===== config.mk =====
export PLATFORM = sky130hd
export DESIGN_NAME = id_ex_operand_stage_flat
export DESIGN_NICKNAME = d
export VERILOG_FILES = /design/src/rtl/id_ex_operand_stage_if.sv /design/src/rtl/id_ex_operand_stage.sv /design/src/flat_wrapper.sv
export SDC_FILE = /design/constraint.sdc
export NUM_CORES = 1
export LEC_CHECK = 0
export ABC_AREA = 1
export BUFFER_PORTS_ARGS = -buffer_cell sky130_fd_sc_hd__buf_2
export CAP_MARGIN = 20
export CORE_AREA = 2 2 134 136
export CTS_CLUSTER_SIZE = 25
export DETAILED_ROUTE_END_ITERATION = 12
export DIE_AREA = 0 0 136 138
export GPL_TIMING_DRIVEN = 1
export PLACE_DENSITY = 0.66
export SLEW_MARGIN = 40
export SYNTH_ARGS = -nofsm -noshare
export SYNTH_HDL_FRONTEND = slang
export SYNTH_SLANG_ARGS = --single-unit

===== constraint.sdc =====
create_clock -name clk -period 5.1 [get_ports clk]
set_input_delay 1.02 -clock clk [delete_from_list [all_inputs] [get_ports clk]]
set_output_delay 1.02 -clock clk [all_outputs]
set_load 0.005 [all_outputs]

===== src/rtl/id_ex_operand_stage_if.sv =====
// Decode-to-execute bus: forwarding selects, ID-side fields, and the registered EX-side fields.
// The stage owns the slave side. The fetch/decode logic, or a bench, owns the master side.
interface id_ex_operand_stage_if #(
  parameter int DW  = 32,
  parameter int RW  = 4,
  parameter int OPW = 6,
  parameter int CW  = 16
);
  logic           stall;
  logic           flush;
  logic [1:0]     fwa;
  logic [1:0]     fwb;
  logic [DW-1:0]  rf_a;
  logic [DW-1:0]  rf_b;
  logic [DW-1:0]  ex_fwd;
  logic [DW-1:0]  mem_fwd;
  logic [DW-1:0]  wb_fwd;
  logic [DW-1:0]  id_imm;
  logic           id_valid;
  logic [OPW-1:0] id_op_code;
  logic [RW-1:0]  id_rd;
  logic           id_rw;
  logic           id_mem_rd;
  logic           id_mem_wr;
  logic [DW-1:0]  ex_a;
  logic [DW-1:0]  ex_b;
  logic [DW-1:0]  ex_imm;
  logic [OPW-1:0] ex_op_code;
  logic [RW-1:0]  ex_rd;
  logic           ex_rw;
  logic           ex_mem_rd;
  logic           ex_mem_wr;
  logic           ex_valid;
  logic           pc_write;
  logic           ifid_write;
  logic [CW-1:0]  stall_count;

  modport master (
    output stall, flush, fwa, fwb, rf_a, rf_b, ex_fwd, mem_fwd, wb_fwd, id_imm,
           id_valid, id_op_code, id_rd, id_rw, id_mem_rd, id_mem_wr,
    input  ex_a, ex_b, ex_imm, ex_op_code, ex_rd, ex_rw, ex_mem_rd, ex_mem_wr,
           ex_valid, pc_write, ifid_write, stall_count
  );

  modport slave (
    input  stall, flush, fwa, fwb, rf_a, rf_b, ex_fwd, mem_fwd, wb_fwd, id_imm,
           id_valid, id_op_code, id_rd, id_rw, id_mem_rd, id_mem_wr,
    output ex_a, ex_b, ex_imm, ex_op_code, ex_rd, ex_rw, ex_mem_rd, ex_mem_wr,
           ex_valid, pc_write, ifid_write, stall_count
  );
endinterface


===== src/rtl/id_ex_operand_stage.sv =====
// ID/EX pipeline register. Resolves the forwarded ALU operands in decode and inserts bubbles on stall or flush.
// It also drives the PC and IF/ID hold enables and a saturating stall-cycle counter.
module id_ex_operand_stage #(
  parameter int DW  = 32,
  parameter int RW  = 4,
  parameter int OPW = 6,
  parameter int CW  = 16
) (
  input  logic             clk,
  input  logic             reset,
  id_ex_operand_stage_if.slave bus
);

  logic [DW-1:0] op_a;
  logic [DW-1:0] op_b;
  logic          bubble;

  always_comb begin
    op_a = bus.rf_a;
    unique case (bus.fwa)
      2'b00: op_a = bus.rf_a;
      2'b01: op_a = bus.ex_fwd;
      2'b10: op_a = bus.mem_fwd;
      2'b11: op_a = bus.wb_fwd;
    endcase
  end

  always_comb begin
    op_b = bus.rf_b;
    unique case (bus.fwb)
      2'b00: op_b = bus.rf_b;
      2'b01: op_b = bus.ex_fwd;
      2'b10: op_b = bus.mem_fwd;
      2'b11: op_b = bus.wb_fwd;
    endcase
  end

  assign bubble = bus.flush | bus.stall;

  // Flush overrides stall so that the branch target is fetched.
  assign bus.pc_write   = ~bus.stall | bus.flush;
  assign bus.ifid_write = ~bus.stall | bus.flush;

  always_ff @(posedge clk or posedge reset) begin
    if (reset) begin
      bus.ex_a       <= '0;
      bus.ex_b       <= '0;
      bus.ex_imm     <= '0;
      bus.ex_op_code <= '0;
      bus.ex_rd      <= '0;
      bus.ex_rw      <= 1'b0;
      bus.ex_mem_rd  <= 1'b0;
      bus.ex_mem_wr  <= 1'b0;
      bus.ex_valid   <= 1'b0;
    end else if (bubble) begin
      bus.ex_a       <= '0;
      bus.ex_b       <= '0;
      bus.ex_imm     <= '0;
      bus.ex_op_code <= '0;
      bus.ex_rd      <= '0;
      bus.ex_rw      <= 1'b0;
      bus.ex_mem_rd  <= 1'b0;
      bus.ex_mem_wr  <= 1'b0;
      bus.ex_valid   <= 1'b0;
    end else begin
      // An invalid slot still carries its fields but must have no side effects.
      bus.ex_a       <= op_a;
      bus.ex_b       <= op_b;
      bus.ex_imm     <= bus.id_imm;
      bus.ex_op_code <= bus.id_op_code;
      bus.ex_rd      <= bus.id_rd;
      bus.ex_rw      <= bus.id_rw & bus.id_valid;
      bus.ex_mem_rd  <= bus.id_mem_rd & bus.id_valid;
      bus.ex_mem_wr  <= bus.id_mem_wr & bus.id_valid;
      bus.ex_valid   <= bus.id_valid;
    end
  end

  always_ff @(posedge clk or posedge reset) begin
    if (reset) begin
      bus.stall_count <= '0;
    end else if (bus.stall && !bus.flush && (bus.stall_count != {CW{1'b1}})) begin
      bus.stall_count <= bus.stall_count + CW'(1);
    end
  end

endmodule


===== src/flat_wrapper.sv =====
// flat-port wrapper written by rule: the top's interface ports become plain ports
module id_ex_operand_stage_flat 
#(
  parameter int DW  = 32,
  parameter int RW  = 4,
  parameter int OPW = 6,
  parameter int CW  = 16
)
  (clk, reset, bus_stall, bus_flush, bus_fwa, bus_fwb, bus_rf_a, bus_rf_b, bus_ex_fwd, bus_mem_fwd, bus_wb_fwd, bus_id_imm, bus_id_valid, bus_id_op_code, bus_id_rd, bus_id_rw, bus_id_mem_rd, bus_id_mem_wr, bus_ex_a, bus_ex_b, bus_ex_imm, bus_ex_op_code, bus_ex_rd, bus_ex_rw, bus_ex_mem_rd, bus_ex_mem_wr, bus_ex_valid, bus_pc_write, bus_ifid_write, bus_stall_count);
  id_ex_operand_stage_if #(.DW(DW), .RW(RW), .OPW(OPW), .CW(CW)) bus_i ();
  input  logic clk;
  input  logic reset;
  input wire logic [$bits(bus_i.stall)-1:0] bus_stall;
  input wire logic [$bits(bus_i.flush)-1:0] bus_flush;
  input wire logic [$bits(bus_i.fwa)-1:0] bus_fwa;
  input wire logic [$bits(bus_i.fwb)-1:0] bus_fwb;
  input wire logic [$bits(bus_i.rf_a)-1:0] bus_rf_a;
  input wire logic [$bits(bus_i.rf_b)-1:0] bus_rf_b;
  input wire logic [$bits(bus_i.ex_fwd)-1:0] bus_ex_fwd;
  input wire logic [$bits(bus_i.mem_fwd)-1:0] bus_mem_fwd;
  input wire logic [$bits(bus_i.wb_fwd)-1:0] bus_wb_fwd;
  input wire logic [$bits(bus_i.id_imm)-1:0] bus_id_imm;
  input wire logic [$bits(bus_i.id_valid)-1:0] bus_id_valid;
  input wire logic [$bits(bus_i.id_op_code)-1:0] bus_id_op_code;
  input wire logic [$bits(bus_i.id_rd)-1:0] bus_id_rd;
  input wire logic [$bits(bus_i.id_rw)-1:0] bus_id_rw;
  input wire logic [$bits(bus_i.id_mem_rd)-1:0] bus_id_mem_rd;
  input wire logic [$bits(bus_i.id_mem_wr)-1:0] bus_id_mem_wr;
  output wire logic [$bits(bus_i.ex_a)-1:0] bus_ex_a;
  output wire logic [$bits(bus_i.ex_b)-1:0] bus_ex_b;
  output wire logic [$bits(bus_i.ex_imm)-1:0] bus_ex_imm;
  output wire logic [$bits(bus_i.ex_op_code)-1:0] bus_ex_op_code;
  output wire logic [$bits(bus_i.ex_rd)-1:0] bus_ex_rd;
  output wire logic [$bits(bus_i.ex_rw)-1:0] bus_ex_rw;
  output wire logic [$bits(bus_i.ex_mem_rd)-1:0] bus_ex_mem_rd;
  output wire logic [$bits(bus_i.ex_mem_wr)-1:0] bus_ex_mem_wr;
  output wire logic [$bits(bus_i.ex_valid)-1:0] bus_ex_valid;
  output wire logic [$bits(bus_i.pc_write)-1:0] bus_pc_write;
  output wire logic [$bits(bus_i.ifid_write)-1:0] bus_ifid_write;
  output wire logic [$bits(bus_i.stall_count)-1:0] bus_stall_count;
  assign bus_i.stall = bus_stall;
  assign bus_i.flush = bus_flush;
  assign bus_i.fwa = bus_fwa;
  assign bus_i.fwb = bus_fwb;
  assign bus_i.rf_a = bus_rf_a;
  assign bus_i.rf_b = bus_rf_b;
  assign bus_i.ex_fwd = bus_ex_fwd;
  assign bus_i.mem_fwd = bus_mem_fwd;
  assign bus_i.wb_fwd = bus_wb_fwd;
  assign bus_i.id_imm = bus_id_imm;
  assign bus_i.id_valid = bus_id_valid;
  assign bus_i.id_op_code = bus_id_op_code;
  assign bus_i.id_rd = bus_id_rd;
  assign bus_i.id_rw = bus_id_rw;
  assign bus_i.id_mem_rd = bus_id_mem_rd;
  assign bus_i.id_mem_wr = bus_id_mem_wr;
  assign bus_ex_a = bus_i.ex_a;
  assign bus_ex_b = bus_i.ex_b;
  assign bus_ex_imm = bus_i.ex_imm;
  assign bus_ex_op_code = bus_i.ex_op_code;
  assign bus_ex_rd = bus_i.ex_rd;
  assign bus_ex_rw = bus_i.ex_rw;
  assign bus_ex_mem_rd = bus_i.ex_mem_rd;
  assign bus_ex_mem_wr = bus_i.ex_mem_wr;
  assign bus_ex_valid = bus_i.ex_valid;
  assign bus_pc_write = bus_i.pc_write;
  assign bus_ifid_write = bus_i.ifid_write;
  assign bus_stall_count = bus_i.stall_count;
  id_ex_operand_stage #(.DW(DW), .RW(RW), .OPW(OPW), .CW(CW)) u_core (.clk(clk), .reset(reset), .bus(bus_i));
endmodule

==> results of run 1 <==
[final cells by class]
class	instances	area, µm²
Clock buffer	22	464.2
Sequential cell	126	3153
Clock inverter	10	161.4
Fill cell	1762	8969
Inverter	71	276.5
Tap cell	229	286.5
Timing Repair Buffer	351	1808
Multi-Input combinational cell	499	2409
Antenna cell	3	7.507
[power by group through the flow]
stage          registers, mW  clock network (mW)  logic (mW)
2_1_floorplan           1.10                   0       0.156
3_3_place_gp            1.10                   0       0.350
3_5_place_dp            1.10                   0       0.360
4_1_cts                 1.09                1.31       0.362
5_1_grt                 1.09                1.36       0.396
6_report                1.09                1.29       0.358
[worst max path at each step]
stage                         start                 end  slack, ns  cells past startpoint
final                     bus_flush        bus_pc_write       2.63                      4
after global routing      bus_flush      bus_ifid_write       2.59                      4
after CTS                 bus_flush        bus_pc_write       2.63                      4
after detailed placement  bus_stall  u_core.bus.ex_b[6]       2.43                      5
after global placement    bus_stall  u_core.bus.ex_b[8]       2.47                      5
after floorplan               reset  u_core.bus.ex_a[0]       0.72                      1
[placed cells by master (no fill, tap or decap), types with 2 or more instances in the layout]
cell	n
a41oi_2	10
a41oi_1	54
o21ai_0	3
bufinv_16	4
clkbuf_16	17
nor2_2	11
clkbuf_8	2
buf_4	6
nand4_1	8
buf_2	341
nor2_4	3
inv_1	63
nand2_1	327
clkinv_4	3
nand3b_1	4
nand2_2	3
nor2_1	62
clkinv_2	3
nand3_1	8
buf_8	3
diode_2	3
inv_2	6
dfrtp_1	126
xnor2_1	2
clkbuf_1	3
[synth_stat cells (4+ instances only)]
cell      instances  area share [%]
a41oi_1          54             7.8
a41oi_2          10             2.7
buf_2            25             2.1
buf_4            11             1.4
dfrtp_1         126              52
inv_1            65             4.0
inv_2             6            0.37
nand2_1         327              20
nand3_1           8            0.66
nand3b_1          4            0.50
nand4_1           8            0.83
nor2_1           62             3.8
nor2_2           11             1.1
[state kept, by name (all words and copies together) (netlist names)]
register and cells:
u_core.bus.ex_a 32, u_core.bus.ex_b 32, u_core.bus.ex_imm 32, u_core.bus.stall_count 16, u_core.bus.ex_op_code 6, u_core.bus.ex_rd 4, u_core.bus.ex_mem_rd 1, u_core.bus.ex_mem_wr 1
u_core.bus.ex_rw 1, u_core.bus.ex_valid 1
[per-layer routing]
metal	global-route usage, %	routed length [µm]	part of all wire [%]	up-vias
li1	-	-	-	3013
met1	25.64	8150	38	2971
met2	38.93	10750	50	309
met3	7.957	2043	9.5	45
met4	7.840	500	2.3	4
met5	0	27	0.13	-
[cells by family after synthesis]
family | after synthesis | synth area share (%)
AOI/OAI and AO/OA | 67 | 10.75
xor gates and xnor gates | 2 | 0.2895
adders and majority gates | 1 | 0.2067
buffers and inverters | 109 | 8.085
DFF | 126 | 52.11
and+or+nand+nor | 429 | 28.56
==> flow_summary.json, run 1 <==
{
  "final_antenna_net_count": 0,
  "result_of_the_run": "finished, final reports clean",
  "cts_buffers": 17,
  "worst_path_top_cell_family_by_delay": "buffers and inverters",
  "timing.final.ws_setup_ns": 2.634,
  "max_slew_margin_pct": 43.83,
  "r2r-start": "u_core.bus.stall_count[0]",
  "critPathLaunchType": "input port",
  "dpl-instance-area_um2": 7933,
  "reg2regPathDepth": 8,
  "max_cap_violations": 0,
  "layout-drive-gt1-share_pct": 38.65,
  "io_buffer_count": 341,
  "syn-cell-area_um2": 6051,
  "chipHeight_um": 138,
  "path_clk_slew_ns": 0.05,
  "die_width_um": 136,
  "combPwrFrac_pct": 13.0,
  "timing.hold.ws_ns": 0.5300,
  "coreArea_um2": 17530,
  "layoutNonFillerInstCount": 1311,
  "crit_buf_inv": 3,
  "floorplan.die_area_um2": 18770,
  "whs_path_depth": 1,
  "switching_share_pct": 25.34,
  "number_of_endpoints_failing_setup_at_the_final_stage": 0,
  "finish.utilization_pct": 48.85,
  "via_count": 6342,
  "worst_ep_arrival_time_ns": 1.45,
  "area_added_between_synthesis_and_finish_pct": 41.56,
  "num_rows": 49,
  "setup.worst_path.class": "input port to output pin",
  "asyncSetResetFlopFracSynth_pct": 100.0,
  "grt_first_pass_wirelength_um": 32590,
  "finish.instance_area_um2": 8566,
  "ctsHoldBuffers": 0,
  "ys_warn_count": 0,
  "gr-usage-all-layers_pct": 22.54,
  "hold_path_end": "u_core.bus.stall_count[8]",
  "worstSkewPairLatency_ns": 0.41,
  "holdCritPathClass": "flip-flop to flip-flop",
  "max_freq_mhz": 405.5,
  "worst_path_largest_cell_delay_ns": 0.14,
  "initial_core_utilization_pct": 34.51,
  "worst_hold_startpoint": "u_core.bus.stall_count[8]",
  "worst_r2r_endpoint": "u_core.bus.stall_count[14]",
  "globalplace.congestion": 0.8361,
  "detailedPlace.worstSlack_ns": 2.429,
  "ys_seq_elements": 126,
  "clock_sinks": 126,
  "power_report.internal_total_mw": 2.047,
  "timing.reg2reg.setup_slack_ns": 3.45,
  "endpoint_kind": "output pin",
  "net_count_of_the_mapped_netlist": 949,
  "drtPass1Iterations": 5,
  "rsz0062_at_grt": "no",
  "cts_max_path_buffers": 2,
  "layout_min_cycle_time_ns": 2.466,
  "pwr_density_nw_per_um2": 320.0,
  "postSynthAreaPerCell_um2": 8.244,
  "drc": 0,
  "post_cts_repair_resize_count": 0,
  "grt_max_degree": 94,
  "detailedRoute.firstIterationViolations": 301,
  "max-vdd-ir-drop_v": 0.0002186,
  "finalPower_mw": 2.741,
  "power.static_leakage_nw": 4.619,
  "hold_viol_final": 0,
  "ios": 342,
  "global_route.overflow_total": 0,
  "vias_per_cell": 4.838,
  "clk_root_buffer_cell": "clkbuf_16",
  "cts_post_setup_buffers_inserted": 0,
  "tritoncts": "yes",
  "synth.yosys.seq_area_share_pct": 52.11,
  "drt-wirelength-per-cell_um": 16.38,
  "wirelength_um": 21470,
  "synth_cell_type_count": 23,
  "worst-endpoint-required_ns": 4.08,
  "htree_levels": 4,
  "cpMaxStageDelayCell": "buf_2",
  "share_clk_of_total_power_pct": 47.2,
  "p_seq_share_pct": 39.8,
  "synth_enable_flop_cells": 0,
  "hpwl_after_detailed_placement_um": 15450,
  "worst_path_most_repeated_cell": "buf_2",
  "critical_path_peak_fanout": 8,
  "dp.cells": 1276,
  "grt_antenna_before_repair": 5,
  "layout.nets": 1281,
  "setup_tns_ns": 0,
  "main_synth_ff_type": "dfrtp_1",
  "tightestPinTransition_ns": 0.8425,
  "netlist_instances": 734,
  "grt_pass1_vias": 6229,
  "timing.final.crit_share_pct": 48.35,
  "final_max_slew_viol_count": 0,
  "path_cells": "buf_2, inv_1, nand2_4, buf_2",
  "p_sw_mw": 0.6947,
  "finClkSkew_ns": 0.005746
}
Note: power is estimated with default switching activity, not from simulation.
==> inputs of run 2 (changes only) <==
- CORE_AREA: 2 2 134 136 -> unset
- CORE_ASPECT_RATIO: unset -> 0.6
- CORE_MARGIN: unset -> 2
- CORE_UTILIZATION: unset -> 40
- DIE_AREA: 0 0 136 138 -> unset
- PLACE_DENSITY: 0.66 -> 0.77
- clock period: 5.1 -> 2.1 ns (I/O delays scaled with it)
==> flow_summary.json, run 2 (synthesized netlist as in run 1, its figures left out) <==
{
  "grt_pass1_vias": 6261,
  "coreArea_um2": 14630,
  "setup_tns_ns": 0,
  "result_of_the_run": "finished, final reports clean",
  "setup.worst_path.class": "flip-flop to flip-flop",
  "mostFrequentLayoutCell": "buf_2",
  "holdCritPathClass": "input port to asynchronous set/reset pin",
  "timing.hold.ws_ns": 0.1938,
  "vias_per_cell": 4.987,
  "cts_post_setup_buffers_inserted": 0,
  "final_max_slew_viol_count": 0,
  "finish.utilization_pct": 58.45,
  "power_report.internal_total_mw": 4.637,
  "critical_path_peak_fanout": 11,
  "ctsHoldBuffers": 0,
  "worst_ep_arrival_time_ns": 1.88,
  "share_clk_of_total_power_pct": 44.3,
  "num_rows": 34,
  "power.static_leakage_nw": 4.626,
  "cts_max_path_buffers": 2,
  "critPathLaunchType": "flip-flop",
  "max-vdd-ir-drop_v": 0.0004869,
  "rsz0062_at_grt": "no",
  "number_of_inserted_filler_cells_in_the_final_layout": 1316,
  "grt_max_degree": 127,
  "grt_first_pass_wirelength_um": 32620,
  "final_antenna_net_count": 0,
  "area_added_between_synthesis_and_finish_pct": 41.36,
  "grt_antenna_before_repair": 3,
  "via_count": 6408,
  "hold_viol_final": 0,
  "wirelength_um": 20960,
  "drc": 0,
  "p_seq_share_pct": 41.6,
  "initial_core_utilization_pct": 41.35,
  "seqCellArea_um2": 3153,
  "worstSkewPairLatency_ns": 0.40,
  "multi_input_comb_area_um2": 2409,
  "max_cap_violations": 0,
  "clk_root_buffer_cell": "clkbuf_16",
  "timing.final.crit_share_pct": 76.79,
  "hpwl_after_detailed_placement_um": 15360,
  "clock_sinks": 126,
  "detailedRoute.firstIterationViolations": 522,
  "drt-wirelength-per-cell_um": 16.31,
  "htree_levels": 4,
  "number_of_endpoints_failing_setup_at_the_final_stage": 0,
  "layout_common_cells": "buf_2, nand2_1, dfrtp_1",
  "timing.final.ws_setup_ns": 0.4873,
  "chipHeight_um": 99.27,
  "ios": 342,
  "io_buffer_count": 341,
  "detailedPlace.worstSlack_ns": 0.4390,
  "switching_share_pct": 26.79,
  "endpoint_kind": "flip-flop",
  "tightestPinTransition_ns": 0.6898,
  "globalplace.congestion": 0.8959,
  "tritoncts": "yes",
  "gr-usage-all-layers_pct": 25.94,
  "global_route.overflow_total": 0,
  "cts_buffers": 17,
  "max_slew_margin_pct": 54.01,
  "worst-endpoint-required_ns": 2.36,
  "p_sw_mw": 1.697,
  "combPwrFrac_pct": 14.1,
  "layout.nets": 1286,
  "post_cts_repair_resize_count": 0,
  "layout-drive-gt1-share_pct": 39.11,
  "path_clk_slew_ns": 0.06,
  "floorplan.die_area_um2": 16160,
  "finClkSkew_ns": 0.01378,
  "drtPass1Iterations": 5,
  "layout_min_cycle_time_ns": 1.613,
  "pwr_density_nw_per_um2": 740.4,
  "die_width_um": 162.8,
  "biggestRegsByFlops": "u_core.bus.ex_a (32), u_core.bus.ex_b (32), u_core.bus.ex_imm (32)",
  "max_freq_mhz": 620.1
}
run 2: cell types whose count changed in the layout (fill, tap and decap cells not counted), moves of 2 or more:
cell / before / now
buf_12: 0 / 6
clkinv_4: 3 / 6
bufinv_16: 4 / 1
buf_8: 3 / 0
clkinvlp_4: 0 / 2
clkbuf_1: 3 / 1
buf_4: 6 / 9
run 2: through the flow:
| stage | total power [mW] | area [µm²] | cells |
|---|---|---|---|
| after CTS | 6.392 | 8546 | 1282 |
| after global routing | 6.625 | 8551 | 1284 |
| after global placement | 3.556 | 7975 | 1250 |
| after floorplan | 3.062 | 6055 | 734 |
| final | 6.333 | 8553 | 1285 |
| after detailed placement | 3.571 | 7975 | 1250 |
run 2: power groups by stage:
| stage | combinational [mW] | clock, mW | sequential [mW] |
|---|---|---|---|
| floorplan | 0.380 | 0 | 2.68 |
| global placement | 0.883 | 0 | 2.67 |
| detailed placement | 0.898 | 0 | 2.67 |
| CTS | 0.901 | 2.86 | 2.63 |
| global route | 0.992 | 2.98 | 2.65 |
| finish | 0.893 | 2.81 | 2.63 |
run 2: final cells by class:
type | instances | area share [%]
timing repair buffer | 356 | 22.15
tap | 198 | 2.896
multi-input combinational | 499 | 28.16
inverter | 71 | 3.174
sequential | 126 | 36.86
clock inverter | 12 | 1.331
clock buffer | 20 | 5.339
antenna | 3 | 0.08777
run 2: worst paths after layout:
path	endpoint	slack, ns	cells past startpoint	start
setup / recovery	u_core.bus.stall_count[2]	0.49	6	u_core.bus.stall_count[0]
hold / removal	u_core.bus.stall_count[14]	0.19	3	reset
setup reg to reg	u_core.bus.stall_count[2]	0.49	6	u_core.bus.stall_count[0]
hold reg to reg	u_core.bus.stall_count[14]	0.52	2	u_core.bus.stall_count[14]
max in group asynchronous	u_core.bus.ex_a[15]	1.36	3	reset
min in group clk	u_core.bus.ex_imm[28]	0.22	3	bus_id_imm[28]
run 2: metal layers:
layer	part of all wire, %	wire (µm)	up-vias	track usage, %
li1	-	-	3027	-
met1	42	8896	3021	33.78
met2	47	9851	330	42.50
met3	8.9	1874	30	7.590
met4	1.6	341	0	7.148
met5	0	0	-	0
run 2: critical path: stages, from the launching register on:
cell and delay, ns:
dfrtp_1 0.46, ha_1 0.31, nand3_2 0.13, nor2_2 0.16, nand2_2 0.16, nand2_2 0.18, o21ai_0 0.09
